<file path="src/rtl/fetch_pkg.sv">
// Shared constants and the default fetch entry type for the instruction fetch
// stage. Modules with non-default widths build their own entry of the same shape.
package fetch_pkg;

  localparam int DEFAULT_XLEN = 64;
  localparam int DEFAULT_ILEN = 32;
  localparam int INSTR_BYTES  = 4;

  localparam logic [31:0] NOP_INSTR = 32'h0000_0013;

  typedef struct packed {
    logic [DEFAULT_XLEN-1:0] pc;
    logic [DEFAULT_ILEN-1:0] instr;
  } fetch_entry_t;

  function automatic int cnt_width(input int depth);
    return $clog2(depth + 1);
  endfunction

endpackage

</file>
<file path="src/rtl/fetch_queue.sv">
// Small synchronous FIFO for fetched {pc, instr} entries.
// Flush empties the queue and wins over a push in the same cycle.
module fetch_queue
  import fetch_pkg::*;
#(
  parameter int  DEPTH   = 4,
  parameter type entry_t = fetch_entry_t
) (
  input  logic                        clk,
  input  logic                        rst,
  input  logic                        i_push,
  input  entry_t                      i_push_data,
  input  logic                        i_pop,
  input  logic                        i_flush,
  output entry_t                      o_head,
  output logic [cnt_width(DEPTH)-1:0] o_count
);

  localparam int CNT_W = cnt_width(DEPTH);
  localparam int PTR_W = $clog2(DEPTH);

  if ((DEPTH < 2) || ((DEPTH & (DEPTH - 1)) != 0)) begin : g_bad_depth
    $error("fetch_queue DEPTH must be a power of two and at least 2");
  end

  entry_t             r_mem [DEPTH];
  logic [PTR_W-1:0]   r_rd_ptr;
  logic [PTR_W-1:0]   r_wr_ptr;
  logic [CNT_W-1:0]   r_count;
  logic               w_push;
  logic               w_pop;

  // The caller's credit scheme guarantees a free slot on every push.
  assign w_push = i_push && !i_flush;
  assign w_pop  = i_pop && !i_flush && (r_count != '0);

  always_ff @(posedge clk) begin
    if (rst) begin
      r_rd_ptr <= '0;
      r_wr_ptr <= '0;
      r_count  <= '0;
    end else if (i_flush) begin
      r_rd_ptr <= '0;
      r_wr_ptr <= '0;
      r_count  <= '0;
    end else begin
      if (w_push) r_wr_ptr <= r_wr_ptr + PTR_W'(1);
      if (w_pop)  r_rd_ptr <= r_rd_ptr + PTR_W'(1);
      case ({w_push, w_pop})
        2'b10:   r_count <= r_count + CNT_W'(1);
        2'b01:   r_count <= r_count - CNT_W'(1);
        default: r_count <= r_count;
      endcase
    end
  end

  // NOTE: storage has no reset; an entry is only visible once count covers it.
  always_ff @(posedge clk) begin
    if (w_push) r_mem[r_wr_ptr] <= i_push_data;
  end

  assign o_head  = r_mem[r_rd_ptr];
  assign o_count = r_count;

endmodule

</file>
<file path="src/rtl/instruction_fetch_queue.sv">
// Fetch stage: owns the PC, issues one request per cycle to a one-cycle imem,
// and buffers responses so decode stalls do not freeze fetch.
module instruction_fetch_queue
  import fetch_pkg::*;
#(
  parameter int              XLEN     = DEFAULT_XLEN,
  parameter int              ILEN     = DEFAULT_ILEN,
  parameter int              DEPTH    = 4,
  parameter logic [XLEN-1:0] RESET_PC = '0
) (
  input  logic            clk,
  input  logic            rst,
  input  logic            redirect_valid,
  input  logic [XLEN-1:0] redirect_pc,
  output logic            imem_req,
  output logic [XLEN-1:0] imem_addr,
  input  logic [ILEN-1:0] imem_rdata,
  output logic            if_valid,
  input  logic            if_ready,
  output logic [XLEN-1:0] if_pc,
  output logic [ILEN-1:0] if_instr
);

  localparam int CNT_W = cnt_width(DEPTH);

  if (RESET_PC[1:0] != 2'b00) begin : g_bad_reset_pc
    $error("instruction_fetch_queue RESET_PC must be 4-byte aligned");
  end

  typedef struct packed {
    logic [XLEN-1:0] pc;
    logic [ILEN-1:0] instr;
  } entry_t;

  logic [XLEN-1:0]  r_fetch_pc;
  logic [XLEN-1:0]  r_req_pc;
  logic             r_inflight;
  logic [CNT_W-1:0] w_count;
  logic [CNT_W:0]   w_occupancy;
  logic             w_credit;
  logic             w_push;
  logic             w_pop;
  logic [XLEN-1:0]  w_redirect_target;
  entry_t           w_push_entry;
  entry_t           w_head;
  logic             w_unused_low_bits;

  // Entries queued plus the one in flight must never exceed the FIFO size.
  assign w_occupancy = {1'b0, w_count} + (CNT_W + 1)'(r_inflight);
  assign w_credit    = w_occupancy < (CNT_W + 1)'(DEPTH);

  assign imem_req  = !rst && !redirect_valid && w_credit;
  assign imem_addr = r_fetch_pc;

  assign w_redirect_target = {redirect_pc[XLEN-1:2], 2'b00};
  assign w_unused_low_bits = ^redirect_pc[1:0];

  assign w_push       = r_inflight && !redirect_valid;
  assign w_pop        = if_valid && if_ready;
  assign w_push_entry = '{pc: r_req_pc, instr: imem_rdata};

  always_ff @(posedge clk) begin
    if (rst) begin
      r_fetch_pc <= RESET_PC;
      r_req_pc   <= RESET_PC;
      r_inflight <= 1'b0;
    end else if (redirect_valid) begin
      r_fetch_pc <= w_redirect_target;
      r_inflight <= 1'b0;
    end else begin
      r_inflight <= imem_req;
      if (imem_req) begin
        r_req_pc   <= r_fetch_pc;
        r_fetch_pc <= r_fetch_pc + XLEN'(INSTR_BYTES);
      end
    end
  end

  fetch_queue #(
    .DEPTH   (DEPTH),
    .entry_t (entry_t)
  ) u_queue (
    .clk         (clk),
    .rst         (rst),
    .i_push      (w_push),
    .i_push_data (w_push_entry),
    .i_pop       (w_pop),
    .i_flush     (redirect_valid),
    .o_head      (w_head),
    .o_count     (w_count)
  );

  // Head outputs come straight from queue storage; imem_rdata never reaches them.
  assign if_valid = (w_count != '0);
  assign if_pc    = if_valid ? w_head.pc : '0;
  assign if_instr = if_valid ? w_head.instr : ILEN'(NOP_INSTR);

endmodule

</file>
<file path="config.mk">
export PLATFORM = sky130hd
export DESIGN_NAME = instruction_fetch_queue
export DESIGN_NICKNAME = d
export VERILOG_FILES = /design/src/rtl/fetch_pkg.sv /design/src/rtl/fetch_queue.sv /design/src/rtl/instruction_fetch_queue.sv
export SDC_FILE = /design/constraint.sdc
export NUM_CORES = 1
export LEC_CHECK = 0
export ABC_AREA = 0
export CAP_MARGIN = 20
export CORE_MARGIN = 2
export CORE_UTILIZATION = 30
export DETAILED_ROUTE_END_ITERATION = 8
export PLACE_DENSITY = 0.49
export SLEW_MARGIN = 20
export SYNTH_ARGS = -nofsm -noshare
export SYNTH_HDL_FRONTEND = slang
export SYNTH_SLANG_ARGS = --single-unit
</file>
<file path="constraint.sdc">
create_clock -name clk -period 4.34 [get_ports clk]
set_input_delay 0.868 -clock clk [delete_from_list [all_inputs] [get_ports clk]]
set_output_delay 0.868 -clock clk [all_outputs]
set_load 0.01 [all_outputs]
</file>
Word-level counts from Yosys, hierarchy flattened. Memory sizes are Yosys's and may differ from the RTL's. A register that Yosys moved wholly into a read port is not among the register bits. Index checks and enable logic that the tools add are counted.

Order comparisons: 1. Muxes and demuxes: 9. $add $sub $neg: 6. Reductions and logical operators: 14. Bitwise logic cells: 1. Equal/unequal tests: 2.

Operators with widths (number): $mux 64 (3); $add 64x3->64 const B (1); $mux 32 (1); $logic_and 1x1->1 (7); $pmux 3 s2 (1); $add 2x1->2 const B (2); $add 3x1->4 (1); $lt 4x3->1 const B (1); $mux 2 (2); $reduce_bool 2->1 (2); $add 3x1->3 const B (1); $reduce_bool 3->1 (1); $sub 3x1->3 const B (1); $eq 2x1->1 const B (1); $eq 2x2->1 const B (1); $logic_not 1->1 (2); $mux 1 (2); $reduce_and 2->1 (1); $reduce_or 2->1 (1); $not 1->1 (1).

Logic and storage cells: 41. Memories kept: 1. Register bits: 136. RAM bits: 384. Bits of input ports: 100.

Memories: u_queue.r_mem (depth 4, bits a word 96, read ports 1, clocked after memory_dff 1, wr ports 1, line fetch_queue.sv:26) `entry_t r_mem [DEPTH];`.

Longest topological paths before layout. Gate-level depths: netlist of the first run.

Depth after elaboration: 6. Gate-level depth with buffers: 10.

Cells and area by module. A second synthesis of the first run with hierarchy kept.

Cell total of the unflattened synthesis: 1499. Area, all modules: 21185.3 um2.

Modules (own cells, without submodules): fetch_queue (times used 1, sequential area each 11711.2 um2, area an instance 14295.0 um2, cells an instance 551); instruction_fetch_queue (times used 1, sequential area each 2502.4 um2, area an instance 6890.4 um2, cells an instance 948).

Least setup slack after synthesis of the first run. OpenSTA, ideal clock, no wires.

Path kind: input-to-reg. Start point: input redirect_valid. End point: memory u_queue.r_mem[0][0] (netlist bit) (enable). Stages on the path: 3. Arrival: 3.493 ns. Path slack: 0.383 ns. Cell sequence: clkbuf_1 -> nor2b_1 -> and2_1.

Longest elaborated chain between the ends: 5.

RTL lines: start, declared (line instruction_fetch_queue.sv:13) `input logic redirect_valid,`; $logic_not 1->1 (*) (line fetch_queue.sv:34, instruction_fetch_queue.sv:58); $logic_and 1x1->1 (line instruction_fetch_queue.sv:58) `assign w_push = r_inflight && !redirect_valid;`; $logic_and 1x1->1 (*) (line fetch_queue.sv:34) `assign w_push = i_push && !i_flush;`; $mux 1 (*) (line fetch_queue.sv:59) `if (w_push) r_mem[r_wr_ptr] <= i_push_data;`; $mux 1 (not written as such) (*) (line fetch_queue.sv:59); end, declared (line fetch_queue.sv:26).

Mark *: on every way between the ends. The rest lies on a longest branch, timed or not.

==> results of run 1 <==
==> state kept, by name, indices dropped and copies added, names as in the netlist, named ones only <==
name,cells
imem_addr,62
u_queue.r_rd_ptr,2
r_inflight,1
u_queue.r_wr_ptr,2
u_queue.r_mem,376
u_queue.o_count,3
r_req_pc,62
==> cell type report <==
type,instances,area (um2)
well taps,873,1092
clock buffers,82,1600
fillers,6377,41270
clock inverters,24,232.7
flip-flops and latches,510,13980
multi-input cells,799,6075
repair buffers,292,2960
inverters,15,61.31
==> kinds of logic after synthesis <==
family	share of synthesized area (%)
adder cells (fa/ha/maj)	0.4654
other	0.01835
XOR/XNOR	1.458
AO/OA/AOI/OAI	5.352
AND/OR/NAND/NOR	11.71
flip-flops	68.39
buffers and inverters	2.045
multiplexers	10.56
==> power by group through the flow <==
stage	Clock, W	Combinational (W)	Sequential, W
2_1_floorplan	0	0.000207	0.00547
3_3_place_gp	0	0.000521	0.00549
3_5_place_dp	0	0.000525	0.00549
4_1_cts	0.00487	0.000528	0.00539
5_1_grt	0.00504	0.000560	0.00540
6_report	0.00473	0.000518	0.00539
==> worst min-delay path, stage by stage, from the launching register on <==
cell	delay, ns
sky130_fd_sc_hd__dfxtp_1	0.33
sky130_fd_sc_hd__nand2_1	0.06
sky130_fd_sc_hd__a21oi_1	0.05
==> cells in the mapped netlist, types with 3 or more instances <==
cell / n / area share, %
sky130_fd_sc_hd__a211oi_1: 12 / 0.44
sky130_fd_sc_hd__a21oi_1: 104 / 2.5
sky130_fd_sc_hd__a22oi_1: 11 / 0.40
sky130_fd_sc_hd__a2bb2oi_1: 10 / 0.43
sky130_fd_sc_hd__a31oi_1: 10 / 0.31
sky130_fd_sc_hd__a32oi_1: 4 / 0.17
sky130_fd_sc_hd__and2_1: 98 / 3.0
sky130_fd_sc_hd__and3_1: 13 / 0.40
sky130_fd_sc_hd__and4_1: 6 / 0.26
sky130_fd_sc_hd__buf_1: 20 / 0.37
sky130_fd_sc_hd__buf_2: 7 / 0.17
sky130_fd_sc_hd__buf_4: 4 / 0.15
sky130_fd_sc_hd__clkbuf_1: 57 / 1.0
sky130_fd_sc_hd__dfxtp_1: 134 / 13
sky130_fd_sc_hd__edfxtp_1: 376 / 55
sky130_fd_sc_hd__ha_1: 6 / 0.37
sky130_fd_sc_hd__inv_1: 13 / 0.24
sky130_fd_sc_hd__mux2i_1: 4 / 0.20
sky130_fd_sc_hd__mux4_2: 94 / 10
sky130_fd_sc_hd__nand2_1: 166 / 3.0
sky130_fd_sc_hd__nand3_1: 31 / 0.76
sky130_fd_sc_hd__nand4_1: 27 / 0.83
sky130_fd_sc_hd__nor2_1: 64 / 1.2
sky130_fd_sc_hd__nor3_1: 15 / 0.37
sky130_fd_sc_hd__nor4_1: 16 / 0.49
sky130_fd_sc_hd__o211ai_1: 3 / 0.11
sky130_fd_sc_hd__o21ai_0: 18 / 0.44
sky130_fd_sc_hd__o21bai_1: 3 / 0.11
sky130_fd_sc_hd__o22ai_1: 6 / 0.18
sky130_fd_sc_hd__or2_2: 7 / 0.21
sky130_fd_sc_hd__or3_1: 8 / 0.24
sky130_fd_sc_hd__or4_1: 3 / 0.11
sky130_fd_sc_hd__xnor2_1: 13 / 0.56
sky130_fd_sc_hd__xor2_1: 21 / 0.90
==> per-layer routing <==
metal / vias to the layer above / part of all wire [%] / global-route usage (%)
met3: 103 / 7.0 / 4.292
met5: - / 0.14 / 0
met2: 422 / 46 / 26.59
li1: 5881 / - / -
met1: 6579 / 45 / 23.20
met4: 16 / 2.2 / 4.337
==> path summary, 6_finish.rpt <==
check,to,slack (ns),cells after the start
setup reg to reg,imem_addr[57],1.36,6
hold / removal,r_req_pc[52],0.49,2
setup / recovery,if_pc[6],0.54,4
hold reg to reg,r_req_pc[52],0.49,2
==> stage by stage <==
stage          utilization, %  instances  area, um2  worst slack, ns  power [W]
3_5_place_dp            35.93       2489      24170            1.075   0.006018
4_1_cts                 38.65       2595      26000           0.3999    0.01078
2_1_floorplan               -       1413      20440           0.3834   0.005677
5_1_grt                 38.65       2595      26000           0.2390    0.01100
6_report                38.65       2595      26000           0.5373    0.01064
3_3_place_gp            35.93       2489      24170            1.040   0.006010
==> qor.json, run 1 <==
{
  "yosysWarningCount": {"value": 0},
  "seq_power_share": {"value": 50.7, "unit": "%"},
  "synthFlopType": {"value": "sky130_fd_sc_hd__edfxtp_1"},
  "ant_nets_after_route": {"value": 0},
  "drive_gt1_share": {"value": 14.34, "unit": "%"},
  "leak": {"value": 8.597, "unit": "nW"},
  "leading_cell_type_in_the_layout_fill_and_taps_excluded": {"value": "sky130_fd_sc_hd__edfxtp_1"},
  "clk_latency": {"value": 0.61, "unit": "ns"},
  "crit_path_max_fanout": {"value": 24},
  "area_added_between_synthesis_and_finish": {"value": 27.27, "unit": "%"},
  "cpPeakStageDelay": {"value": 0.77, "unit": "ns"},
  "finish.net_count": {"value": 1781},
  "hold_path.startpoint": {"value": "r_req_pc[52]"},
  "ios": {"value": 262},
  "power.net_switching": {"value": 0.002312, "unit": "W"},
  "power.clock.fraction": {"value": 44.5, "unit": "%"},
  "critical_path.slowest_cell": {"value": "sky130_fd_sc_hd__dfxtp_4"},
  "synth.ff_latch_count": {"value": 510},
  "cap_viol_max_count": {"value": 0},
  "post_synth_instance_area": {"value": 0.02043, "unit": "mm2"},
  "mostFrequentLayoutCells": {"value": "sky130_fd_sc_hd__edfxtp_1, sky130_fd_sc_hd__clkdlybuf4s50_1, sky130_fd_sc_hd__nand2_1"},
  "grt_first_pass_wirelength": {"value": 87950, "unit": "um"},
  "max_freq": {"value": 263.0, "unit": "MHz"},
  "hold_crit_path_type": {"value": "flip-flop to flip-flop"},
  "worst_path_dominant_cell_family": {"value": "flip-flops"},
  "route.detailed.drc": {"value": 0},
  "grt-ovfl-total": {"value": 0},
  "cts_buf_count": {"value": 56},
  "p_int": {"value": 0.008327, "unit": "W"},
  "seq_area_frac_synth": {"value": 68.39, "unit": "%"},
  "cp_data_arrival_time": {"value": 2.93, "unit": "ns"},
  "power_density": {"value": 409.2, "unit": "mW/mm2"},
  "crit_chain": {"value": "buf_12, mux4_2, and2_1, clkdlybuf4s50_1"},
  "peakVddDrop": {"value": 0.2832, "unit": "mV"},
  "synth_edf_count": {"value": 376},
  "design.core.area": {"value": 0.06728, "unit": "mm2"},
  "clkSlewWorstSetupHoldPaths": {"value": 0.06, "unit": "ns"},
  "clock_sinks": {"value": 510},
  "synth_instances": {"value": 1410},
  "drt-total-wl": {"value": 59740, "unit": "um"},
  "initial_utilization": {"value": 30.37, "unit": "%"},
  "placementRows": {"value": 95},
  "grt_antenna_before_repair": {"value": 8},
  "cts_tree": {"value": "built"},
  "final.period_utilization": {"value": 87.62, "unit": "%"},
  "critical_path_startpoint_category": {"value": "flip-flop"},
  "setup-violations-final": {"value": 0},
  "clock_path_buffers": {"value": 3},
  "n_antenna_cell": {"value": 0},
  "power_frac_comb": {"value": 4.9, "unit": "%"},
  "critical_path_required": {"value": 3.47, "unit": "ns"},
  "power.switching_fraction": {"value": 21.73, "unit": "%"},
  "port_buffers": {"value": 255},
  "y_dimension_of_the_die": {"value": 265.0, "unit": "um"},
  "cts_repair_resize_count": {"value": 0},
  "report.final.hold_viol_count": {"value": 0},
  "worstPathBufferInverterCount": {"value": 2},
  "drv_slew": {"value": 0},
  "relSlewSlack": {"value": 32.61, "unit": "%"},
  "reg2reg_from": {"value": "imem_addr[5]"},
  "synth_cell_type_count": {"value": 56},
  "route.vias.total": {"value": 13001},
  "globalplace.congestion": {"value": 0.7580},
  "ctsRootBufferMaster": {"value": "sky130_fd_sc_hd__clkbuf_16"},
  "timing_worst_setup_path_type": {"value": "flip-flop to output port"},
  "end_kind": {"value": "output port"},
  "rsz0062_at_grt": {"value": "false"},
  "dpl.hpwl": {"value": 38610, "unit": "um"},
  "vias_per_cell": {"value": 5.010},
  "finalClockSkew": {"value": 0.01665, "unit": "ns"},
  "fp.dieArea": {"value": 0.07021, "unit": "mm2"},
  "first_iter_violations": {"value": 1024},
  "h-tree-depth": {"value": 2},
  "via_count_of_the_first_global_routing_pass": {"value": 13173},
  "grt.total_usage": {"value": 16.86, "unit": "%"},
  "share_of_flip_flops_with_an_asynchronous_set_or_reset": {"value": 0, "unit": "%"},
  "chipWidth": {"value": 265.0, "unit": "um"},
  "detail_routed_net_length_per_standard_cell": {"value": 23.02, "unit": "um"},
  "grt_max_degree": {"value": 69},
  "setup-tns-final": {"value": 0, "unit": "ns"},
  "hold-worst-slack": {"value": 0.4920, "unit": "ns"},
  "cts-hold-fix-buffers": {"value": 0},
  "detailedRoute.firstPassIterationCount": {"value": 4},
  "slew_at_the_pin_closest_to_its_max_slew_limit": {"value": 1.002, "unit": "ns"},
  "fin_crit": {"value": 3.803, "unit": "ns"},
  "post_synthesis_average_cell_area": {"value": 14.49, "unit": "um2"},
  "cts_setup_buffers": {"value": 0},
  "status": {"value": "completed"}
}
No activity file was read; power rests on OpenSTA's default activity.
==> inputs of run 2 (changes only) <==
PLACE_DENSITY = 0.59   (was 0.49)
SYNTH_HIERARCHICAL = 1   (was unset)
==> qor.json, run 2 <==
{
  "status": {"value": "completed", "change": "unchanged"},
  "final.period_utilization": {"value": 86.70, "unit": "%", "change": "was 87.62%"},
  "synth-compound-area-share": {"value": 5.729, "unit": "%", "change": "was 5.352%"},
  "synth_edf_count": {"value": 384, "change": "was 376"},
  "first_iter_violations": {"value": 1152, "change": "was 1024"},
  "cts_setup_buffers": {"value": 0, "change": "unchanged"},
  "grt_max_degree": {"value": 92, "change": "was 69"},
  "synthDominantAreaCellType": {"value": "sky130_fd_sc_hd__edfxtp_1", "change": "unchanged"},
  "n_antenna_cell": {"value": 0, "change": "unchanged"},
  "design.core.area": {"value": 0.07003, "unit": "mm2", "change": "was 0.06728 mm2"},
  "synthFlopType": {"value": "sky130_fd_sc_hd__edfxtp_1", "change": "unchanged"},
  "drive_gt1_share": {"value": 13.86, "unit": "%", "change": "was 14.34%"},
  "hold_crit_path_type": {"value": "flip-flop to flip-flop", "change": "unchanged"},
  "ant_nets_after_route": {"value": 0, "change": "unchanged"},
  "placementRows": {"value": 97, "change": "was 95"},
  "synth.area.mux_share": {"value": 10.62, "unit": "%", "change": "was 10.56%"},
  "worst-r2r-setup-slack": {"value": 1.40, "unit": "ns", "change": "was 1.36 ns"},
  "worstPathBufferInverterCount": {"value": 2, "change": "unchanged"},
  "end_kind": {"value": "output port", "change": "unchanged"},
  "h-tree-depth": {"value": 2, "change": "unchanged"},
  "main_combinational_cell_family_by_area_after_synthesis": {"value": "simple AND/OR/NAND/NOR gates", "change": "unchanged"},
  "area_share_of_the_largest_cell_type_after_synthesis": {"value": 54.43, "unit": "%", "change": "was 55.26%"},
  "worstReg2RegEnd": {"value": "u_queue/o_count[2]", "change": "was imem_addr[57]"},
  "post_synth_instance_area": {"value": 0.02119, "unit": "mm2", "change": "was 0.02043 mm2"},
  "globalplace.congestion": {"value": 0.7961, "change": "was 0.7580"},
  "route.detailed.drc": {"value": 0, "change": "unchanged"},
  "timing_worst_setup_path_type": {"value": "flip-flop to output port", "change": "unchanged"},
  "setup-tns-final": {"value": 0, "unit": "ns", "change": "unchanged"},
  "place_worst_setup_slack": {"value": 0.9712, "unit": "ns", "change": "was 1.075 ns"},
  "detail_routed_net_length_per_standard_cell": {"value": 22.00, "unit": "um", "change": "was 23.02 um"},
  "hold_depth": {"value": 2, "change": "unchanged"},
  "cts_repair_resize_count": {"value": 0, "change": "unchanged"},
  "synth.ff_latch_count": {"value": 518, "change": "was 510"},
  "share_of_flip_flops_with_an_asynchronous_set_or_reset": {"value": 0, "unit": "%", "change": "unchanged"},
  "grt.total_usage": {"value": 16.26, "unit": "%", "change": "was 16.86%"},
  "setup-violations-final": {"value": 0, "change": "unchanged"},
  "synth_instances": {"value": 1499, "change": "was 1410"},
  "power_density": {"value": 393.3, "unit": "mW/mm2", "change": "was 409.2 mW/mm2"},
  "report.final.hold_viol_count": {"value": 0, "change": "unchanged"},
  "cp_data_arrival_time": {"value": 2.89, "unit": "ns", "change": "was 2.93 ns"},
  "synth_cell_type_count": {"value": 58, "change": "was 56"},
  "grt_antenna_before_repair": {"value": 7, "change": "was 8"},
  "cpPeakStageDelay": {"value": 0.69, "unit": "ns", "change": "was 0.77 ns"},
  "y_dimension_of_the_die": {"value": 269.7, "unit": "um", "change": "was 265.0 um"},
  "detailedRoute.firstPassIterationCount": {"value": 5, "change": "was 4"},
  "initial_utilization": {"value": 30.25, "unit": "%", "change": "was 30.37%"},
  "yosys.area_share.simple": {"value": 12.82, "unit": "%", "change": "was 11.71%"},
  "drt-total-wl": {"value": 60370, "unit": "um", "change": "was 59740 um"},
  "timing.hold.worst_endpoint": {"value": "r_req_pc[36]", "change": "was r_req_pc[52]"},
  "critical_path_startpoint_category": {"value": "flip-flop", "change": "unchanged"},
  "max_freq": {"value": 265.8, "unit": "MHz", "change": "was 263.0 MHz"},
  "finalClockSkew": {"value": 0.04565, "unit": "ns", "change": "was 0.01665 ns"},
  "register_with_the_most_flip_flops": {"value": "u_queue/r_mem", "change": "was u_queue.r_mem"},
  "yosys.cell_count.top_type": {"value": "sky130_fd_sc_hd__edfxtp_1", "change": "unchanged"},
  "vias_per_cell": {"value": 4.971, "change": "was 5.010"},
  "clk_latency": {"value": 0.62, "unit": "ns", "change": "was 0.61 ns"},
  "leading_cell_type_in_the_layout_fill_and_taps_excluded": {"value": "sky130_fd_sc_hd__edfxtp_1", "change": "unchanged"},
  "crit_path_max_fanout": {"value": 47, "change": "was 24"},
  "reg2reg_from": {"value": "u_queue/o_count[2]", "change": "was imem_addr[5]"},
  "hold_path.startpoint": {"value": "r_req_pc[36]", "change": "was r_req_pc[52]"},
  "dpl.hpwl": {"value": 38590, "unit": "um", "change": "was 38610 um"},
  "clock_sinks": {"value": 518, "change": "was 510"},
  "yosys.area_share.xor_xnor": {"value": 0.8268, "unit": "%", "change": "was 1.458%"},
  "finish.net_count": {"value": 1864, "change": "was 1781"},
  "post_synth_most_frequent_cells": {"value": "sky130_fd_sc_hd__edfxtp_1, sky130_fd_sc_hd__nand2_1, sky130_fd_sc_hd__dfxtp_1", "change": "unchanged"},
  "route.vias.total": {"value": 13640, "change": "was 13001"},
  "mostFrequentLayoutCells": {"value": "sky130_fd_sc_hd__edfxtp_1, sky130_fd_sc_hd__clkdlybuf4s50_1, sky130_fd_sc_hd__nand2_1", "change": "unchanged"},
  "fp.dieArea": {"value": 0.07276, "unit": "mm2", "change": "was 0.07021 mm2"},
  "reg2regPathDepth": {"value": 10, "change": "was 6"},
  "synth_fa_ha_area_share": {"value": 0.4489, "unit": "%", "change": "was 0.4654%"},
  "largest_register_ff_count": {"value": 384, "change": "was 376"},
  "cts_tree": {"value": "built", "change": "unchanged"},
  "relSlewSlack": {"value": 21.02, "unit": "%", "change": "was 32.61%"},
  "post_synthesis_average_cell_area": {"value": 14.13, "unit": "um2", "change": "was 14.49 um2"},
  "cts_buf_count": {"value": 55, "change": "was 56"},
  "drv_slew": {"value": 0, "change": "unchanged"},
  "postLayoutCoreUtil": {"value": 38.14, "unit": "%", "change": "was 38.65%"},
  "cap_viol_max_count": {"value": 0, "change": "unchanged"},
  "area_added_between_synthesis_and_finish": {"value": 26.08, "unit": "%", "change": "was 27.27%"},
  "chipWidth": {"value": 269.7, "unit": "um", "change": "was 265.0 um"},
  "yosysWarningCount": {"value": 6, "change": "was 0"},
  "fin_crit": {"value": 3.763, "unit": "ns", "change": "was 3.803 ns"},
  "rsz0062_at_grt": {"value": "false", "change": "unchanged"},
  "slew_at_the_pin_closest_to_its_max_slew_limit": {"value": 1.174, "unit": "ns", "change": "was 1.002 ns"},
  "postLayoutSetupSlackWorst": {"value": 0.5773, "unit": "ns", "change": "was 0.5373 ns"},
  "clkSlewWorstSetupHoldPaths": {"value": 0.06, "unit": "ns", "change": "about the same"},
  "critical_path.slowest_cell": {"value": "sky130_fd_sc_hd__or3_4", "change": "was sky130_fd_sc_hd__dfxtp_4"},
  "cells_taking_the_most_area_after_synthesis": {"value": "sky130_fd_sc_hd__edfxtp_1, sky130_fd_sc_hd__dfxtp_1, sky130_fd_sc_hd__mux4_2", "change": "unchanged"},
  "via_count_of_the_first_global_routing_pass": {"value": 13495, "change": "was 13173"},
  "seq_area_frac_synth": {"value": 67.09, "unit": "%", "change": "was 68.39%"},
  "leak": {"value": 8.424, "unit": "nW", "change": "was 8.597 nW"},
  "port_buffers": {"value": 257, "change": "was 255"},
  "grt_first_pass_wirelength": {"value": 89110, "unit": "um", "change": "was 87950 um"},
  "critical_path_required": {"value": 3.47, "unit": "ns", "change": "about the same"},
  "ios": {"value": 262, "change": "unchanged"},
  "worst_path_dominant_cell_family": {"value": "simple AND/OR/NAND/NOR gates", "change": "was flip-flops"},
  "grt-ovfl-total": {"value": 0, "change": "unchanged"},
  "hold-worst-slack": {"value": 0.4942, "unit": "ns", "change": "was 0.4920 ns"},
  "cts-hold-fix-buffers": {"value": 0, "change": "unchanged"},
  "crit_chain": {"value": "or3_4, buf_4, and2_1, clkdlybuf4s50_1", "change": "was buf_12, mux4_2, and2_1, clkdlybuf4s50_1"},
  "clock_path_buffers": {"value": 3, "change": "unchanged"},
  "peakVddDrop": {"value": 0.2728, "unit": "mV", "change": "was 0.2832 mV"},
  "ctsRootBufferMaster": {"value": "sky130_fd_sc_hd__clkbuf_16", "change": "unchanged"}
}
[run 2: area by class of cell]
cell class | count | area [um2]
inverters | 18 | 68.82
multi-input cells | 872 | 6511
clock buffers | 66 | 1428
repair buffers | 292 | 2990
clock inverters | 38 | 314.1
well taps | 940 | 1176
flip-flops and latches | 518 | 14220
fillers | 6706 | 43320
[run 2: cell families after synthesis]
kind of cell,Yosys count
and+or+nand+nor,530
DFF,518
AOI/OAI and AO/OA,201
buffers and inverters,118
muxes,104
xor gates and xnor gates,20
adders and majority gates,7
other,1
[run 2: tightest hold or removal path: stages, from the launching register on]
cell and delay [ns]:
sky130_fd_sc_hd__dfxtp_1 0.33, sky130_fd_sc_hd__nand2_1 0.06, sky130_fd_sc_hd__a21oi_1 0.05
[run 2: layer usage]
layer | vias up | share of wire [%] | track usage, %
li1 | 6237 | - | -
met4 | 8 | 2.3 | 4.357
met5 | - | 0.094 | 0
met1 | 6781 | 43 | 21.97
met2 | 519 | 46 | 25.93
met3 | 95 | 7.8 | 4.230
[run 2: how the worst max path moves through the flow]
| stage | cells past startpoint | end | startpoint | slack (ns) |
|---|---|---|---|---|
| after global placement | 4 | imem_req | redirect_valid | 0.97 |
| after detailed placement | 4 | imem_req | redirect_valid | 0.97 |
| after CTS | 4 | if_pc[33] | u_queue/o_count[2] | 0.45 |
| after floorplan | 6 | u_queue/r_mem[0][0] | redirect_valid | 0.77 |
| final | 4 | if_pc[34] | u_queue/o_count[2] | 0.58 |
| after global routing | 4 | if_pc[11] | u_queue/o_count[2] | 0.35 |
[run 2: through the flow]
stage,instance area [um2],std cells,total power [W]
after floorplan,21220,1508,0.005742
after global placement,24970,2640,0.006061
after detailed placement,24970,2640,0.006073
after CTS,26710,2744,0.01065
after global routing,26710,2744,0.01088
final,26710,2744,0.01051
[run 2: power by group]
part | leakage, nW | internal, W | switching (W)
Clock | 0.860 | 0.00259 | 0.00195
Sequential | 4.70 | 0.00536 | 0.000112
Combinational | 2.86 | 0.000234 | 0.000257
==> inputs of run 3 (changes only) <==
CELL_PAD_IN_SITES_DETAIL_PLACEMENT = 0   (was unset)
CELL_PAD_IN_SITES_GLOBAL_PLACEMENT = 1   (was unset)
CORE_UTILIZATION = 46   (was 30)
PLACE_DENSITY = 0.91   (was 0.59)
SLEW_MARGIN = 5   (was 20)
==> qor.json, run 3 (same netlist as run 2, synthesis figures left out) <==
{
  "status": {"value": "completed", "change": "unchanged"},
  "register_with_the_most_flip_flops": {"value": "u_queue/r_mem", "change": "unchanged"},
  "ios": {"value": 262, "change": "unchanged"},
  "initial_utilization": {"value": 46.68, "unit": "%", "change": "was 30.25%"},
  "rsz0062_at_grt": {"value": "false", "change": "unchanged"},
  "end_kind": {"value": "output port", "change": "unchanged"},
  "vias_per_cell": {"value": 5.797, "change": "was 4.971"},
  "clk_latency": {"value": 0.60, "unit": "ns", "change": "was 0.62 ns"},
  "cts_buf_count": {"value": 51, "change": "was 55"},
  "cap_viol_max_count": {"value": 0, "change": "unchanged"},
  "h-tree-depth": {"value": 2, "change": "unchanged"},
  "peakVddDrop": {"value": 0.3070, "unit": "mV", "change": "was 0.2728 mV"},
  "drv_slew": {"value": 0, "change": "unchanged"},
  "globalplace.congestion": {"value": 0.8452, "change": "was 0.7961"},
  "placementRows": {"value": 78, "change": "was 97"},
  "cp_data_arrival_time": {"value": 2.78, "unit": "ns", "change": "was 2.89 ns"},
  "largest_register_ff_count": {"value": 384, "change": "unchanged"},
  "dpl.hpwl": {"value": 34370, "unit": "um", "change": "was 38590 um"},
  "first_iter_violations": {"value": 1292, "change": "was 1152"},
  "clkSlewWorstSetupHoldPaths": {"value": 0.06, "unit": "ns", "change": "about the same"},
  "cts_repair_resize_count": {"value": 0, "change": "unchanged"},
  "fin_crit": {"value": 3.647, "unit": "ns", "change": "was 3.763 ns"},
  "finish.net_count": {"value": 1851, "change": "was 1864"},
  "leading_cell_type_in_the_layout_fill_and_taps_excluded": {"value": "sky130_fd_sc_hd__edfxtp_1", "change": "unchanged"},
  "max_freq": {"value": 274.2, "unit": "MHz", "change": "was 265.8 MHz"},
  "port_buffers": {"value": 257, "change": "unchanged"},
  "leak": {"value": 8.313, "unit": "nW", "change": "was 8.424 nW"},
  "chipWidth": {"value": 218.6, "unit": "um", "change": "was 269.7 um"},
  "final.period_utilization": {"value": 84.03, "unit": "%", "change": "was 86.70%"},
  "clock_path_buffers": {"value": 3, "change": "unchanged"},
  "grt.total_usage": {"value": 23.24, "unit": "%", "change": "was 16.26%"},
  "cts_tree": {"value": "built", "change": "unchanged"},
  "clock_sinks": {"value": 518, "change": "unchanged"},
  "grt_antenna_before_repair": {"value": 8, "change": "was 7"},
  "route.vias.total": {"value": 13843, "change": "was 13640"},
  "hold_crit_path_type": {"value": "flip-flop to flip-flop", "change": "unchanged"},
  "mostFrequentLayoutCells": {"value": "sky130_fd_sc_hd__edfxtp_1, sky130_fd_sc_hd__clkdlybuf4s50_1, sky130_fd_sc_hd__nand2_1", "change": "unchanged"},
  "grt_first_pass_wirelength": {"value": 83280, "unit": "um", "change": "was 89110 um"},
  "drive_gt1_share": {"value": 12.76, "unit": "%", "change": "was 13.86%"},
  "critical_path_required": {"value": 3.47, "unit": "ns", "change": "about the same"},
  "timing_worst_setup_path_type": {"value": "flip-flop to output port", "change": "unchanged"},
  "hold_path.startpoint": {"value": "r_req_pc[10]", "change": "was r_req_pc[36]"},
  "postLayoutSetupSlackWorst": {"value": 0.6932, "unit": "ns", "change": "was 0.5773 ns"},
  "drt-total-wl": {"value": 55310, "unit": "um", "change": "was 60370 um"},
  "fp.dieArea": {"value": 0.04779, "unit": "mm2", "change": "was 0.07276 mm2"},
  "setup-tns-final": {"value": 0, "unit": "ns", "change": "unchanged"},
  "critical_path_startpoint_category": {"value": "flip-flop", "change": "unchanged"},
  "grt-ovfl-total": {"value": 0, "change": "unchanged"},
  "via_count_of_the_first_global_routing_pass": {"value": 13656, "change": "was 13495"},
  "area_added_between_synthesis_and_finish": {"value": 23.16, "unit": "%", "change": "was 26.08%"},
  "detailedRoute.firstPassIterationCount": {"value": 6, "change": "was 5"},
  "reg2reg_from": {"value": "u_queue/o_count[0]", "change": "was u_queue/o_count[2]"},
  "crit_path_max_fanout": {"value": 51, "change": "was 47"},
  "startpoint": {"value": "u_queue/o_count[0]", "change": "was u_queue/o_count[2]"},
  "ant_nets_after_route": {"value": 0, "change": "unchanged"},
  "power_density": {"value": 394.6, "unit": "mW/mm2", "change": "was 393.3 mW/mm2"},
  "detail_routed_net_length_per_standard_cell": {"value": 23.16, "unit": "um", "change": "was 22.00 um"},
  "ctsRootBufferMaster": {"value": "sky130_fd_sc_hd__clkbuf_16", "change": "unchanged"},
  "slew_at_the_pin_closest_to_its_max_slew_limit": {"value": 0.9726, "unit": "ns", "change": "was 1.174 ns"},
  "report.final.hold_viol_count": {"value": 0, "change": "unchanged"},
  "setup-violations-final": {"value": 0, "change": "unchanged"},
  "place_worst_setup_slack": {"value": 1.022, "unit": "ns", "change": "was 0.9712 ns"},
  "cts_setup_buffers": {"value": 0, "change": "unchanged"},
  "finalClockSkew": {"value": 0.02503, "unit": "ns", "change": "was 0.04565 ns"},
  "design.core.area": {"value": 0.04538, "unit": "mm2", "change": "was 0.07003 mm2"},
  "cts-hold-fix-buffers": {"value": 0, "change": "unchanged"},
  "relSlewSlack": {"value": 34.56, "unit": "%", "change": "was 21.02%"},
  "grt_max_degree": {"value": 89, "change": "was 92"},
  "y_dimension_of_the_die": {"value": 218.6, "unit": "um", "change": "was 269.7 um"},
  "route.detailed.drc": {"value": 0, "change": "unchanged"}
}
run 3: cell types whose count changed in the layout (fill, tap and decap cells not counted), sizes merged:
| cell | delta |
|---|---|
| buf | -9 |
| bufinv | -3 |
| clkbuf | +20 |
| clkinv | -21 |
| clkinvlp | -1 |
| diode | +1 |
| inv | -3 |
run 3: path summary, 6_finish.rpt:
kind	to	slack, ns	cells past startpoint
setup reg to reg	u_queue/o_count[2]	1.12	11
setup / recovery	if_pc[8]	0.69	4
hold reg to reg	r_req_pc[10]	0.49	2
hold / removal	r_req_pc[10]	0.49	2
run 3: worst max-delay path, cell delays in order, from the launching register on:
cell	delay (ns)
sky130_fd_sc_hd__dfxtp_1	0.49
sky130_fd_sc_hd__or3_4	0.53
sky130_fd_sc_hd__buf_12	0.29
sky130_fd_sc_hd__and2_1	0.21
sky130_fd_sc_hd__clkdlybuf4s50_1	0.56
run 3: stage by stage:
step	area, um2	instances	util [%]	hold slack, ns	total power (W)
global route	26090	2387	57.49	0.5229	0.01062
floorplan	21220	1508	-	0.4600	0.005742
global placement	24420	2290	53.80	0.4674	0.006036
detailed placement	24420	2290	53.80	0.4869	0.006050
CTS	26080	2386	57.48	0.4951	0.01037
finish	26090	2388	57.49	0.4925	0.01030
run 3: final cells by class:
class,instances,area (um2)
fillers,3552,19290
flip-flops and latches,518,14220
multi-input cells,872,6511
repair buffers,283,2870
clock buffers,86,1573
well taps,600,750.7
clock inverters,10,95.09
inverters,18,67.56
diodes,1,2.502
run 3: power breakdown:
part | total, W | switching, W | internal [W]
clock | 0.00435 | 0.00182 | 0.00253
combinational | 0.000470 | 0.000240 | 0.000231
sequential | 0.00548 | 0.000115 | 0.00536
run 3: metal layers:
metal / part of all wire, % / track usage, %
met3: 8.5 / 5.915
met4: 2.8 / 7.483
met5: 0.15 / 0
met2: 49 / 37.90
met1: 40 / 30.53
